$ cat src/rtl/mem_access_seq_pkg.sv
// mem_access_seq_pkg: shared states, bus codes and funct3 constants for the MEM byte sequencer
package mem_access_seq_pkg;
  typedef enum logic [1:0] {S_IDLE, S_LOAD, S_STORE} state_e;
  localparam logic [1:0] RW_IDLE  = 2'b00;
  localparam logic [1:0] RW_LOAD  = 2'b01;
  localparam logic [1:0] RW_STORE = 2'b10;
  localparam logic [2:0] F3_B  = 3'b000;
  localparam logic [2:0] F3_H  = 3'b001;
  localparam logic [2:0] F3_W  = 3'b010;
  localparam logic [2:0] F3_BU = 3'b100;
  localparam logic [2:0] F3_HU = 3'b101;
  // Reserved widths (011/110/111) fall into the word case.
  function automatic logic [2:0] byte_count(input logic [2:0] f3);
    return f3[1] ? 3'd4 : f3[0] ? 3'd2 : 3'd1;
  endfunction
endpackage

$ cat src/rtl/mem_load_ext.sv
// mem_load_ext: extends an assembled little-endian load buffer according to funct3
module mem_load_ext (
  input  logic [2:0]  funct3_i,
  input  logic [31:0] buf_i,
  output logic [31:0] data_o
);
  logic sb, sh;
  always_comb begin
    sb = ~funct3_i[2] & buf_i[7];
    sh = ~funct3_i[2] & buf_i[15];
    data_o = funct3_i[1] ? buf_i :
             funct3_i[0] ? {{16{sh}}, buf_i[15:0]} : {{24{sb}}, buf_i[7:0]};
  end
endmodule

$ cat src/rtl/mem_access_seq.sv
// mem_access_seq: byte-serial load/store sequencer driving the MEM port of memacc_ctrl
module mem_access_seq
  import mem_access_seq_pkg::*;
(
  input  logic        clk,
  input  logic        rst,
  input  logic        req_i,
  input  logic        is_store_i,
  input  logic [2:0]  funct3_i,
  input  logic [31:0] addr_i,
  input  logic [31:0] wdata_i,
  output logic        busy_o,
  output logic        done_o,
  output logic [31:0] rdata_o,
  output logic        flag_to_ctrl,
  output logic [1:0]  rw_to_ctrl,
  output logic [31:0] addr_to_ctrl,
  output logic [7:0]  data_to_ctrl,
  input  logic        r_from_ctrl,
  input  logic [7:0]  data_from_ctrl
);
  state_e      state_q, state_d;
  logic [2:0]  cnt_q, cnt_d, f3_q, f3_d, n;
  logic [1:0]  cap_idx;
  logic [31:0] base_q, base_d, wdata_q, wdata_d, buf_q, buf_d, rdata_q, rdata_d, ext;
  logic        done_q, done_d;
  assign n       = byte_count(f3_q);
  assign cap_idx = cnt_q[1:0] - 2'd1;
  // Extension sees the buffer including the byte captured this cycle.
  mem_load_ext u_ext (.funct3_i(f3_q), .buf_i(buf_d), .data_o(ext));
  always_comb begin
    state_d      = state_q;
    cnt_d        = cnt_q;
    f3_d         = f3_q;
    base_d       = base_q;
    wdata_d      = wdata_q;
    buf_d        = buf_q;
    rdata_d      = rdata_q;
    done_d       = 1'b0;
    rw_to_ctrl   = RW_IDLE;
    addr_to_ctrl = '0;
    data_to_ctrl = '0;
    case (state_q)
      S_IDLE: if (req_i && !done_q) begin
        state_d = is_store_i ? S_STORE : S_LOAD;
        cnt_d   = 3'd0;
        f3_d    = funct3_i;
        base_d  = addr_i;
        wdata_d = wdata_i;
      end
      S_LOAD: begin
        rw_to_ctrl   = (cnt_q < n) ? RW_LOAD : RW_IDLE;
        addr_to_ctrl = (cnt_q < n) ? base_q + {29'd0, cnt_q} : '0;
        if (cnt_q != 3'd0 && r_from_ctrl) buf_d[{cap_idx, 3'b000} +: 8] = data_from_ctrl;
        cnt_d   = (cnt_q == n) ? 3'd0 : cnt_q + 3'd1;
        state_d = (cnt_q == n) ? S_IDLE : S_LOAD;
        done_d  = (cnt_q == n);
        rdata_d = (cnt_q == n) ? ext : rdata_q;
      end
      S_STORE: begin
        rw_to_ctrl   = RW_STORE;
        addr_to_ctrl = base_q + {29'd0, cnt_q};
        data_to_ctrl = wdata_q[{cnt_q[1:0], 3'b000} +: 8];
        cnt_d   = (cnt_q == n - 3'd1) ? 3'd0 : cnt_q + 3'd1;
        state_d = (cnt_q == n - 3'd1) ? S_IDLE : S_STORE;
        done_d  = (cnt_q == n - 3'd1);
      end
      default: state_d = S_IDLE;
    endcase
  end
  always_ff @(posedge clk) begin
    if (rst) begin
      state_q <= S_IDLE;
      cnt_q   <= '0;
      f3_q    <= '0;
      base_q  <= '0;
      wdata_q <= '0;
      buf_q   <= '0;
      rdata_q <= '0;
      done_q  <= 1'b0;
    end else begin
      state_q <= state_d;
      cnt_q   <= cnt_d;
      f3_q    <= f3_d;
      base_q  <= base_d;
      wdata_q <= wdata_d;
      buf_q   <= buf_d;
      rdata_q <= rdata_d;
      done_q  <= done_d;
    end
  end
  assign busy_o       = state_q != S_IDLE;
  assign flag_to_ctrl = state_q != S_IDLE;
  assign done_o       = done_q;
  assign rdata_o      = rdata_q;
  // RAM must deliver a byte in every load cycle that follows a read.
  a_rvalid: assert property (@(posedge clk) disable iff (rst)
    (state_q == S_LOAD && cnt_q != 3'd0) |-> r_from_ctrl);
endmodule

$ cat config.mk
export PLATFORM = sky130hd
export DESIGN_NAME = mem_access_seq
export DESIGN_NICKNAME = d
export VERILOG_FILES = /design/src/rtl/mem_access_seq_pkg.sv /design/src/rtl/mem_load_ext.sv /design/src/rtl/mem_access_seq.sv
export SDC_FILE = /design/constraint.sdc
export NUM_CORES = 1
export LEC_CHECK = 0
export BUFFER_PORTS_ARGS = -buffer_cell sky130_fd_sc_hd__buf_2
export CAP_MARGIN = 20
export CORE_ASPECT_RATIO = 1.75
export CORE_MARGIN = 5
export CORE_UTILIZATION = 54
export DETAILED_ROUTE_END_ITERATION = 8
export HOLD_SLACK_MARGIN = 0.03
export MAX_ROUTING_LAYER = met4
export PLACE_DENSITY = 0.84
export REMOVE_ABC_BUFFERS = 1
export SLEW_MARGIN = 20
export SYNTH_ARGS = -nofsm -noshare
export SYNTH_HDL_FRONTEND = slang
export SYNTH_SLANG_ARGS = --single-unit
export TNS_END_PERCENT = 20
$ cat constraint.sdc
create_clock -name clk -period 3.1 [get_ports clk]
set_input_delay 0.62 -clock clk [delete_from_list [all_inputs] [get_ports clk]]
set_output_delay 0.62 -clock clk [all_outputs]
set_load 0.005 [all_outputs]
# Word-level counts from Yosys, hierarchy flattened
# Cells that the tools add are included.
# W data, S select, Z words.
# word_totals
ff_bits	137
inputBits	80
output_inout_bits	77
word_cells	57
# op_classes
addsub	5
order_cmp	1
n_eq_ne	5
n_shift	3
n_mux	22
bitwise_logic	3
reduce_logical	10
# ops
operator	n
$mux W32	5
$pmux W32 S2	1
$add A32 B3 Y32	1
$bwmux W32	1
$shift A8 B7 Y32 const A	1
$shiftx A32 B6 Y8	1
$shiftx A8 B7 Y32	1
$mux W3	4
$pmux W3 S3	1
$mux W2	4
$mux W8	1
$neg A5 Y7	1
$eq A3 B3 Y1	2
$pmux W2 S3	1
$reduce_and A2 Y1	3
$reduce_bool A3 Y1	2
$pmux W2 S2	1
$add A3 B1 Y3 const B	1
$lt A3 B3 Y1	1
$sub A3 B1 Y3 const B	1
$and A1 B1 Y1	2
$eq A2 B1 Y1 const B	1
$eq A2 B2 Y1 const B	1
$logic_and A1 B1 Y1	2
8 further kinds	9

# Depth between registers and ports, before layout
# Gate-level depths: netlist of the first run.
# depth
ltp_word	9
ltp_mapped	12

# Hierarchy
# Synthesis of the first run repeated with hierarchy kept, for this count alone.
# unflattened
hier_cells	885
hier_area_um2	6949.2
# modules_own_cells
module	instances	cells_per_inst	area_per_inst_um2
mem_access_seq	1	818	6587.6
mem_load_ext	1	67	361.6

# Worst setup path before layout of the first run
# No wires, ideal clock.
# synth_timing
kind	register -> output
startpoint	register cnt_q[0]
endpoint	output addr_to_ctrl[10]
t_arrival_ps	2320
t_required_ps	2480
setup_slack_ps	160
path_stages_with_launch	12
path_buffers	4
path_cell_list	dfxtp_1 -> buf_6 -> clkbuf_1 -> inv_1 -> ha_1 -> nor2b_1 -> o21ai_0 -> a31o_2 -> nand2_1 -> clkbuf_1 -> clkbuf_1 -> nor2_1
# synth_via
elab_chain_len	3
word_cells_on_any_way	4
cone_classes	1 x add/sub; 1 x order compare; 2 x mux
# synth_lines
element	line_no	source
start: declaration	mem_access_seq.sv:23	logic [2:0] cnt_q, cnt_d, f3_q, f3_d, n;
start signal: assignment	mem_access_seq.sv:83	cnt_q <= cnt_d;
$add A32 B3 Y32 or $lt A3 B3 Y1 (tied branches)	mem_access_seq.sv:53, mem_access_seq.sv:62	
$mux W32	mem_access_seq.sv:53	addr_to_ctrl = (cnt_q < n) ? base_q + {29'd0, cnt_q} : '0;
$pmux W32 S2 (*)	mem_access_seq.sv:43	case (state_q)
end: declaration	mem_access_seq.sv:17	output logic [31:0] addr_to_ctrl,
# Mark *: on every way between the ends. The rest lies on a longest branch, timed or not.

# Final worst setup path of the first run
# layout_timing
startpoint	register base_q[0]
endpoint	output addr_to_ctrl[30]
# layout_via
elab_chain_len	3
# layout_lines
element	line_no	source
start: declaration	mem_access_seq.sv:25	logic [31:0] base_q, base_d, wdata_q, wdata_d, buf_q, buf_d, rdata_q, rdata_d, ext;
start signal: assignment	mem_access_seq.sv:85	base_q <= base_d;
$add A32 B3 Y32 (*)	mem_access_seq.sv:53, mem_access_seq.sv:62	
$mux W32	mem_access_seq.sv:53	
$pmux W32 S2 (*)	mem_access_seq.sv:43	
# Marked as above.

==> results of run 1 <==
-- per-stage QoR --
step	setup TNS [ns]	hold slack, ns
after floorplan	-16.11	0.427
after global placement	0	0.440
after detailed placement	0	0.449
after CTS	0	0.430
after global routing	-0.0236	0.436
final	0	0.443
-- worst reg2reg max path, stage by stage (launching register included) --
cell	delay, ns
dfxtp_1	0.33
buf_4	0.24
inv_1	0.13
ha_1	0.35
nand2b_1	0.18
nor3b_2	0.21
mux2i_1	0.15
a2111o_1	0.73
a211oi_1	0.34
-- area by class of cell --
class / instances / share of cell area, %
clock buffer: 21 / 5.62
clock inverter: 11 / 1.77
inverter: 10 / 0.520
multi-input combinational: 603 / 44.3
sequential: 137 / 33.6
tap: 165 / 2.52
timing repair buffer: 173 / 11.7
-- report_power, final --
part / leakage [nW] / total, mW / internal (mW) / switching [mW]
Combinational: 2.01 / 0.797 / 0.314 / 0.483
Clock: 0.289 / 2.06 / 1.31 / 0.751
Sequential: 1.12 / 1.98 / 1.88 / 0.0978
-- timing repair --
| action | CTS | global route |
|---|---|---|
| pin swaps | 0 | 2 |
| hold buffers | 0 | 0 |
| endpoints found under the setup margin | 22 | 30 |
| resized for setup | 3 | 12 |
| setup buffers | 0 | 2 |
-- routing by layer --
metal	up-vias	part of all wire (%)	track usage [%]
met5	-	0	-
li1	3025	-	-
met3	66	6.4	5.74
met1	2863	36	24.4
met2	247	53	44.1
met4	0	4.5	13.1
-- flip-flops by register name, indices dropped and copies added (netlist names) --
register	cells
rdata_o	32
base_q	32
cnt_q	3
done_o	1
f3_q	3
buf_q	32
state_q	2
wdata_q	32
-- path summary, 6_finish.rpt --
check	to	slack, ns	from
hold reg to reg	wdata_q[6]$_SDFFE_PP0P_	0.46	wdata_q[6]$_SDFFE_PP0P_
setup / recovery	addr_to_ctrl[30]	0.11	base_q[0]$_SDFFE_PP0P_
setup reg to reg	rdata_o[30]$_SDFFE_PP0P_	0.33	cnt_q[0]$_SDFFE_PP0P_
hold / removal	base_q[0]$_SDFFE_PP0P_	0.44	addr_i[0]
-- cells in the final DEF, fill, tap and decap left out, types with 6 or more instances in the layout --
cell type,instances
nor2_1,98
mux4_2,8
nand2_1,158
o21ai_0,6
a211oi_1,14
mux2i_1,17
nand3_1,26
a21oi_1,93
a211oi_2,10
or3_1,6
nor2b_1,11
and3_1,7
clkbuf_16,17
nor3_1,10
inv_1,9
buf_2,155
buf_4,14
xor2_1,12
ha_1,16
a32o_1,8
o21a_1,8
xnor2_1,12
nand2b_1,12
dfxtp_1,135
mux2_2,8
nand4_1,7
and2_1,9
-- cell families after synthesis --
family / synth area share (%)
buf+inv: 4.06
mux: 6.68
simple gates: 25.8
compound gates: 14.7
fa+ha+maj: 3.53
xor+xnor: 3.55
flops: 41.6
==> metrics.txt, run 1 <==
outcome=complete, no violations; RSZ-0062 raised after global routing=yes; H-Tree Depth=4; Worst Path Max Fanout=4; Post-DP HPWL=12.7 mm; Longest Clk Path Bufs=2; number of global-route vias before repair=5927; synth cell count leaders=nand2_1 (158), dfxtp_1 (137), nor2_1 (100); die width=93.5 µm; Final nets=1040; Post-synth EDFFs=0; CTS clock-pin slew for the worst setup and hold paths=0.06 ns; hold-critical path depth=3; crit start category=flop; remaining global-route overflow=0; critical-path cell list=ha_1 -> fa_1 -> a21oi_2 -> and4b_1 -> nand3_1 -> or3_1 -> a21oi_1 -> buf_2; ANT cells=0; relative max-transition margin=55.4%; antenna-violating nets left=0; fmax=334 MHz; Via density=5.54; Crit path max-delay family=simple AND/OR/NAND/NOR gates; Die ar.=0.0146 mm²; Final Cycle Share=96.6%; first-pass GRT wire length=27.6 mm; clk_skew=0.0139 ns; Synth async-reset ratio=0%; Synth warnings=0; Port Buffer Count=156; crit path DAT=2.37 ns; Stages on worst setup path=8; filler cell count in the final layout=981; gpl congestion=0.888; die height=156 µm; largest net degree at the start of global routing=81; area occupied by multi-input gates=0.00363 mm²; Synth area leader=dfxtp_1; layout cells sized above 1=25.7%; max-slew violation count=0; Placement Setup Slack=0.383 ns; initial antenna violation count=0; Post-Synthesis Cells=805; Post-Synthesis Cell Area=0.00659 mm²; Register Area=0.00275 mm²; VDD IR max=0.000512 V; Core Region=0.0120 mm²; crit path kind=reg2out; Bufs and invs on worst path=1; top cell type's share of synthesized area=41.6%; fin util=68.2%; syn_area_per_cell=8.19 µm²; fin worst setup slack=0.107 ns; Worst R2R Path Depth=8; crit path time final=2.99 ns; initial DRC count=336; # DRC=0; Layout Cells excl Fill=1120; leak pwr=3.41 nW; P per Cell Area=591 mW/mm²; gr usage total=24.7%; Clk Latency, worst-skew pair=0.42 ns; Seq/Total Area, Yosys=41.6%; fin area=0.00819 mm²; clk sinks=137; placed cell count=1086; Most used DFF post-synth=dfxtp_1; CP peak stage delay=0.36 ns; critical path data required time=2.48 ns; Area growth, synth to finish=24.2%; Avg WL per Cell=15.9 µm; slowest stage cell, crit path=or3_1; CTS tree=yes; crit end category=output pin; Yosys reg bits=137; Final Hold Viols=0; setup violators final=0; Starting Density=54.9%; max_cap viols=0; standard-cell rows=53; clk root buf=clkbuf_16; IO Count=157; top-count cell post-synth=nand2_1; ranking of synthesized cells by area=dfxtp_1 (42%), nand2_1 (9.0%), a21oi_1 (7.2%), nor2_1 (5.7%), ha_1 (3.2%); vias post-DR=6201; actual slew at the worst max-slew pin=0.670 ns; final wirelength=17.8 mm; Power Total=4.84 mW; synth unique cells=52; hold crit path type=in2reg; placed inst area=0.00751 mm²; CTS Buf Count=17; Detailed Routing Iterations Pass 1=5
Note: power is estimated with default switching activity, not from simulation.
==> inputs of run 2 (changes only) <==
--- a/config.mk
+++ b/config.mk
@@ -5,8 +5,8 @@
 export SDC_FILE = /design/constraint.sdc
 export NUM_CORES = 1
 export LEC_CHECK = 0
-export BUFFER_PORTS_ARGS = -buffer_cell sky130_fd_sc_hd__buf_2
-export CAP_MARGIN = 20
+export BUFFER_PORTS_ARGS = -buffer_cell sky130_fd_sc_hd__clkbuf_2
+export CAP_MARGIN = 5
 export CORE_ASPECT_RATIO = 1.75
 export CORE_MARGIN = 5
 export CORE_UTILIZATION = 54
==> run 2 against run 1 <==
Against the previous run:
- via count shrank 1.5%
- wire length shrank 3.0%
- core utilization grew 0.61 points
- clock skew shrank 0.0066 ns
- global-route usage grew 0.085 points
- worst hold slack lost 0.023 ns
- combinational power is essentially flat
- count of clock-buffer cells in the layout shrank 3
- cell count grew 0.18%
- die area is the same
- critical path type unchanged
- largest cell class unchanged
- largest power group unchanged
==> metrics.txt, run 2 (synthesized netlist as in run 1, its figures left out) <==
VDD IR max=0.000564 V (was 0.000512 V); Switch Pwr=1.36 mW (was 1.33 mW); RSZ-0062 raised after global routing=no (was yes); actual slew at the worst max-slew pin=0.702 ns (was 0.670 ns); setup TNS=0 ns (unchanged); die height=156 µm (unchanged); crit start category=flop (unchanged); largest net degree at the start of global routing=81 (unchanged); Clk Latency, worst-skew pair=0.41 ns (was 0.42 ns); leak pwr=3.38 nW (was 3.41 nW); R2R Setup Slk=0.38 ns (was 0.33 ns); antenna-violating nets left=0 (unchanged); number of global-route vias before repair=5887 (was 5927); Final nets=1043 (was 1040); first-pass GRT wire length=27.9 mm (was 27.6 mm); placed inst area=0.00749 mm² (was 0.00751 mm²); Longest Clk Path Bufs=2 (unchanged); Starting Density=54.9% (unchanged); crit end category=output pin (unchanged); Port Buffer Count=156 (unchanged); Worst Path Max Fanout=8 (was 4); met3 wire length=1.05 mm (was 1.14 mm); Via density=5.44 (was 5.54); Post-DP HPWL=12.2 mm (was 12.7 mm); Power Total=5.01 mW (was 4.84 mW); filler cell count in the final layout=961 (was 981); relative max-transition margin=53.2% (was 55.4%); Register Area=0.00275 mm² (about the same); clk sinks=137 (unchanged); commonest non-fill, non-tap cell in the layout=nand2_1 (unchanged); fin worst setup slack=0.131 ns (was 0.107 ns); max_cap viols=0 (unchanged); critical path data required time=2.48 ns (about the same); crit path kind=reg2out (unchanged); setup violators final=0 (unchanged); die width=93.5 µm (unchanged); post-cts hold buffer count=0 (unchanged); fin area=0.00826 mm² (was 0.00819 mm²); IO Count=157 (unchanged); Highest Signal Layer=met4 (unchanged); # DRC=0 (unchanged); Int Power=3.65 mW (was 3.50 mW); fin util=68.8% (was 68.2%); gpl congestion=0.911 (was 0.888); ANT cells=0 (unchanged); Final Hold Viols=0 (unchanged); most frequent cells in the layout=nand2_1 (158), clkbuf_2 (155), dfxtp_1 (132) (was nand2_1 (158), buf_2 (155), dfxtp_1 (135)); crit path DAT=2.35 ns (was 2.37 ns); Avg WL per Cell=15.4 µm (was 15.9 µm); area occupied by multi-input gates=0.00365 mm² (was 0.00363 mm²); initial DRC count=312 (was 336); Routed met1 length=6.50 mm (was 6.39 mm); sw frac=27.1% (was 27.5%); Die ar.=0.0146 mm² (unchanged); clk root buf=clkbuf_16 (unchanged); final wirelength=17.3 mm (was 17.8 mm); hold crit path type=in2reg (unchanged); Placement Setup Slack=0.344 ns (was 0.383 ns); fmax=337 MHz (was 334 MHz); P per Cell Area=606 mW/mm² (was 591 mW/mm²); layout cells sized above 1=26.8% (was 25.7%); standard-cell rows=53 (unchanged); Gate power share=15.9% (was 16.5%); vias post-DR=6108 (was 6201); gr usage total=24.8% (was 24.7%); CTS tree=yes (unchanged); clk_skew=0.00729 ns (was 0.0139 ns); Final Cycle Share=95.8% (was 96.6%); met2 WL post-DR=9.11 mm (was 9.50 mm); H-Tree Depth=4 (unchanged); CTS Buf Count=17 (unchanged); CTS clock-pin slew for the worst setup and hold paths=0.06 ns (about the same); crit path time final=2.97 ns (was 2.99 ns); max-slew violation count=0 (unchanged); remaining global-route overflow=0 (unchanged); sequential power share=39.5% (was 41.0%); clock group share of total power=44.6% (was 42.6%); Area growth, synth to finish=25.3% (was 24.2%); Detailed Routing Iterations Pass 1=5 (unchanged); initial antenna violation count=0 (unchanged); outcome=complete, no violations (unchanged); Core Region=0.0120 mm² (unchanged)
-- run 2: cell count changes in the layout (fill, tap and decap cells not counted), sizes merged --
cell and change:
buf -152, inv +3, clkinv -3, bufinv +2, clkbuf +152
-- run 2: final timing paths --
check,startpoint,endpoint,cells past startpoint
setup reg to reg,cnt_q[0]$_SDFFE_PP0P_,rdata_o[16]$_SDFFE_PP0P_,8
hold / removal,addr_i[11],base_q[11]$_SDFFE_PP0P_,3
hold reg to reg,wdata_q[21]$_SDFFE_PP0P_,wdata_q[21]$_SDFFE_PP0P_,2
setup / recovery,cnt_q[2]$_SDFFE_PP0P_,addr_to_ctrl[27],7
-- run 2: power by group through the flow --
stage               Combinational, mW  Clock [mW]  Sequential, mW
global placement                0.760           0            2.01
finish                          0.795        2.23            1.98
detailed placement              0.770           0            2.01
floorplan                       0.474           0            2.00
global route                    0.887        2.35            2.00
CTS                             0.783        2.26            1.98
-- run 2: metrics by stage --
| step | std cells | hold slack [ns] |
|---|---|---|
| 2_1_floorplan | 750 | 0.427 |
| 3_3_place_gp | 1085 | 0.441 |
| 3_5_place_dp | 1085 | 0.445 |
| 4_1_cts | 1117 | 0.409 |
| 5_1_grt | 1122 | 0.412 |
| 6_report | 1122 | 0.420 |
-- run 2: repair_timing --
action / 4_1_cts / 5_1_grt
gates resized for setup: 4 / 16
cloned: 0 / 0
buffers inserted: 1 / 5
setup endpoints to repair: 29 / 29
pin swaps: 0 / 3
-- run 2: layer usage --
layer	GRT usage [%]	vias up
met4	12.4	0
met2	42.9	204
met1	26.8	2822
li1	-	3031
met5	-	-
met3	4.30	51
-- run 2: final cells by class --
cell class | instances | share of cell area [%]
Clock buffer | 18 | 5.32
Sequential cell | 137 | 33.3
Timing Repair Buffer | 176 | 11.7
Inverter | 10 | 0.454
Multi-Input combinational cell | 603 | 44.1
Tap cell | 165 | 2.50
Clock inverter | 13 | 2.62
-- run 2: worst max-delay path, cell delays in order, from the launching register on --
cell	delay (ns)
dfxtp_1	0.42
ha_4	0.34
a21oi_1	0.14
nand4b_1	0.26
buf_4	0.19
or3_1	0.31
a21oi_1	0.15
clkbuf_2	0.13
==> inputs of run 3 (changes only) <==
--- a/config.mk
+++ b/config.mk
@@ -14,7 +14,9 @@
 export HOLD_SLACK_MARGIN = 0.03
 export MAX_ROUTING_LAYER = met4
 export PLACE_DENSITY = 0.84
+export RECOVER_POWER = 50
 export REMOVE_ABC_BUFFERS = 1
+export SKIP_LAST_GASP = 1
 export SLEW_MARGIN = 20
 export SYNTH_ARGS = -nofsm -noshare
 export SYNTH_HDL_FRONTEND = slang
==> run 3 against run 2 <==
Against the previous run:
- global-route usage did not move
- clock skew rose by 0.0011 ns
- non-clock buffer count unchanged
- core utilization is 0.29 points lower
- register-to-register slack about the same
- total power down 0.10%
- combinational power is 0.5% lower
- die area stayed put
- design area decreased by 0.42%
- setup slack got worse by 0.041 ns
- clock power about the same
- sequential power about the same
- critical endpoint is now addr_to_ctrl[30]
==> metrics.txt, run 3 (synthesized netlist as in run 1, its figures left out) <==
clk_skew=0.00836 ns (was 0.00729 ns); leak pwr=3.32 nW (was 3.38 nW); hold crit path type=in2reg (unchanged); outcome=complete, no violations (unchanged); Int Power=3.65 mW (about the same); gr usage total=24.8% (unchanged); antenna-violating nets left=0 (unchanged); Switch Pwr=1.36 mW (about the same); first-pass GRT wire length=27.9 mm (unchanged); Longest Clk Path Bufs=2 (unchanged); relative max-transition margin=8.41% (was 53.2%); fin util=68.5% (was 68.8%); critical-path cell list=ha_2 -> fa_2 -> a21oi_4 -> and4b_2 -> nand3_1 -> or3_1 -> a21oi_1 -> clkbuf_2 (was ha_4 -> a21oi_1 -> nand4b_1 -> buf_4 -> or3_1 -> a21oi_1 -> clkbuf_2); Port Buffer Count=156 (unchanged); actual slew at the worst max-slew pin=1.37 ns (was 0.702 ns); placed cell count=1085 (unchanged); most frequent cells in the layout=nand2_1 (158), clkbuf_2 (138), dfxtp_1 (133) (was nand2_1 (158), clkbuf_2 (155), dfxtp_1 (132)); commonest non-fill, non-tap cell in the layout=nand2_1 (unchanged); # DRC=0 (unchanged); CTS tree=yes (unchanged); final wirelength=17.4 mm (was 17.3 mm); fin worst setup slack=0.0896 ns (was 0.131 ns); setup violators final=0 (unchanged); Area growth, synth to finish=24.8% (was 25.3%); gpl congestion=0.911 (unchanged); IO Count=157 (unchanged); sw frac=27.1% (about the same); Worst R2R Path Depth=8 (unchanged); Starting Density=54.9% (unchanged); number of global-route vias before repair=5887 (unchanged); remaining global-route overflow=0 (unchanged); area occupied by multi-input gates=0.00364 mm² (was 0.00365 mm²); clk root buf=clkbuf_16 (unchanged); RSZ-0062 raised after global routing=yes (was no); crit path kind=reg2out (unchanged); sequential power share=39.6% (was 39.5%); fmax=332 MHz (was 337 MHz); max_cap viols=0 (unchanged); reg2reg start=cnt_q[0]$_SDFFE_PP0P_ (unchanged); VDD IR max=0.000563 V (was 0.000564 V); filler cell count in the final layout=971 (was 961); crit end category=output pin (unchanged); critical path data required time=2.48 ns (about the same); R2R Setup Slk=0.37 ns (was 0.38 ns); ANT cells=0 (unchanged); crit path time final=3.01 ns (was 2.97 ns); Hold Crit Start=addr_i[11] (unchanged); setup TNS=0 ns (unchanged); largest net degree at the start of global routing=81 (unchanged); Core Region=0.0120 mm² (unchanged); initial antenna violation count=0 (unchanged); clk sinks=137 (unchanged); Post-DP HPWL=12.2 mm (unchanged); hold endpoint=base_q[11]$_SDFFE_PP0P_ (unchanged); Clk Latency, worst-skew pair=0.41 ns (about the same); hold-critical path depth=3 (unchanged); layout cells sized above 1=24.6% (was 26.8%); Gate power share=15.8% (was 15.9%); vias post-DR=6097 (was 6108); post-cts hold buffer count=0 (unchanged); Via density=5.43 (was 5.44); Detailed Routing Iterations Pass 1=5 (unchanged); max-slew violation count=0 (unchanged); H-Tree Depth=4 (unchanged); CTS Buf Count=17 (unchanged); Worst Path Max Fanout=4 (was 8); CP peak stage delay=0.38 ns (was 0.42 ns); Register Area=0.00275 mm² (about the same); crit path DAT=2.39 ns (was 2.35 ns); Final nets=1043 (unchanged); Final Cycle Share=97.1% (was 95.8%); P per Cell Area=608 mW/mm² (was 606 mW/mm²); Layout Cells excl Fill=1122 (unchanged); Avg WL per Cell=15.5 µm (was 15.4 µm); initial DRC count=310 (was 312); Die ar.=0.0146 mm² (unchanged); die width=93.5 µm (unchanged); FF-to-FF End=rdata_o[16]$_SDFFE_PP0P_ (unchanged); Power Total=5.00 mW (was 5.01 mW); CTS clock-pin slew for the worst setup and hold paths=0.06 ns (about the same); Placement Setup Slack=0.344 ns (unchanged); Final Hold Viols=0 (unchanged); crit start category=flop (unchanged); die height=156 µm (unchanged); slowest stage cell, crit path=dfxtp_1 (unchanged); standard-cell rows=53 (unchanged); clock group share of total power=44.6% (about the same)
## run 3: cell types whose count changed in the layout (fill, tap and decap cells not counted), sizes merged
cell    before  now
buf         21   20
clkbuf     173  174
## run 3: area by class of cell
class | instances | area share [%]
multi-input cells | 603 | 44.2
repair buffers | 176 | 11.4
inverters | 10 | 0.456
well taps | 165 | 2.51
flip-flops and latches | 137 | 33.4
clock inverters | 13 | 2.63
clock buffers | 18 | 5.34
## run 3: how the worst max path moves through the flow
stage	slack [ns]	cells past startpoint	to	from
finish	0.09	8	addr_to_ctrl[30]	base_q[0]$_SDFFE_PP0P_
CTS	-0.002	9	addr_to_ctrl[23]	cnt_q[1]$_SDFFE_PP0P_
global route	-0.04	8	addr_to_ctrl[30]	base_q[0]$_SDFFE_PP0P_
floorplan	-0.63	6	rdata_o[10]$_SDFFE_PP0P_	cnt_q[0]$_SDFFE_PP0P_
detailed placement	0.34	8	rdata_o[16]$_SDFFE_PP0P_	cnt_q[0]$_SDFFE_PP0P_
global placement	0.42	6	addr_to_ctrl[31]	base_q[6]$_SDFFE_PP0P_
## run 3: repair_timing
action,in CTS,in global routing
endpoints found under the setup margin,29,30
cloned,0,0
setup buffers,1,5
pin swaps,0,3
resized for setup,3,15
## run 3: routing by layer
layer  GRT usage, %  share of wire [%]
met1           26.8                 38
met2           42.9                 53
met3           4.30                5.6
met4           12.4                3.8
met5              -                  0
## run 3: critical path: cells and delay by family, from the launching register on
kind,cells,cell delay (ns)
simple gates,3,0.77
fa+ha+maj,2,0.48
flops,1,0.38
compound gates,2,0.24
buf+inv,1,0.13
## run 3: power by group through the flow
stage / combinational [mW] / clock [mW] / sequential (mW)
3_3_place_gp: 0.760 / 0 / 2.01
4_1_cts: 0.783 / 2.26 / 1.98
5_1_grt: 0.882 / 2.35 / 1.99
3_5_place_dp: 0.770 / 0 / 2.01
2_1_floorplan: 0.474 / 0 / 2.00
6_report: 0.791 / 2.23 / 1.98
## run 3: stage by stage
step / hold slack (ns) / area, µm²
after floorplan: 0.427 / 6360
after global placement: 0.441 / 7490
after detailed placement: 0.445 / 7490
after CTS: 0.409 / 8170
after global routing: 0.412 / 8230
final: 0.419 / 8230
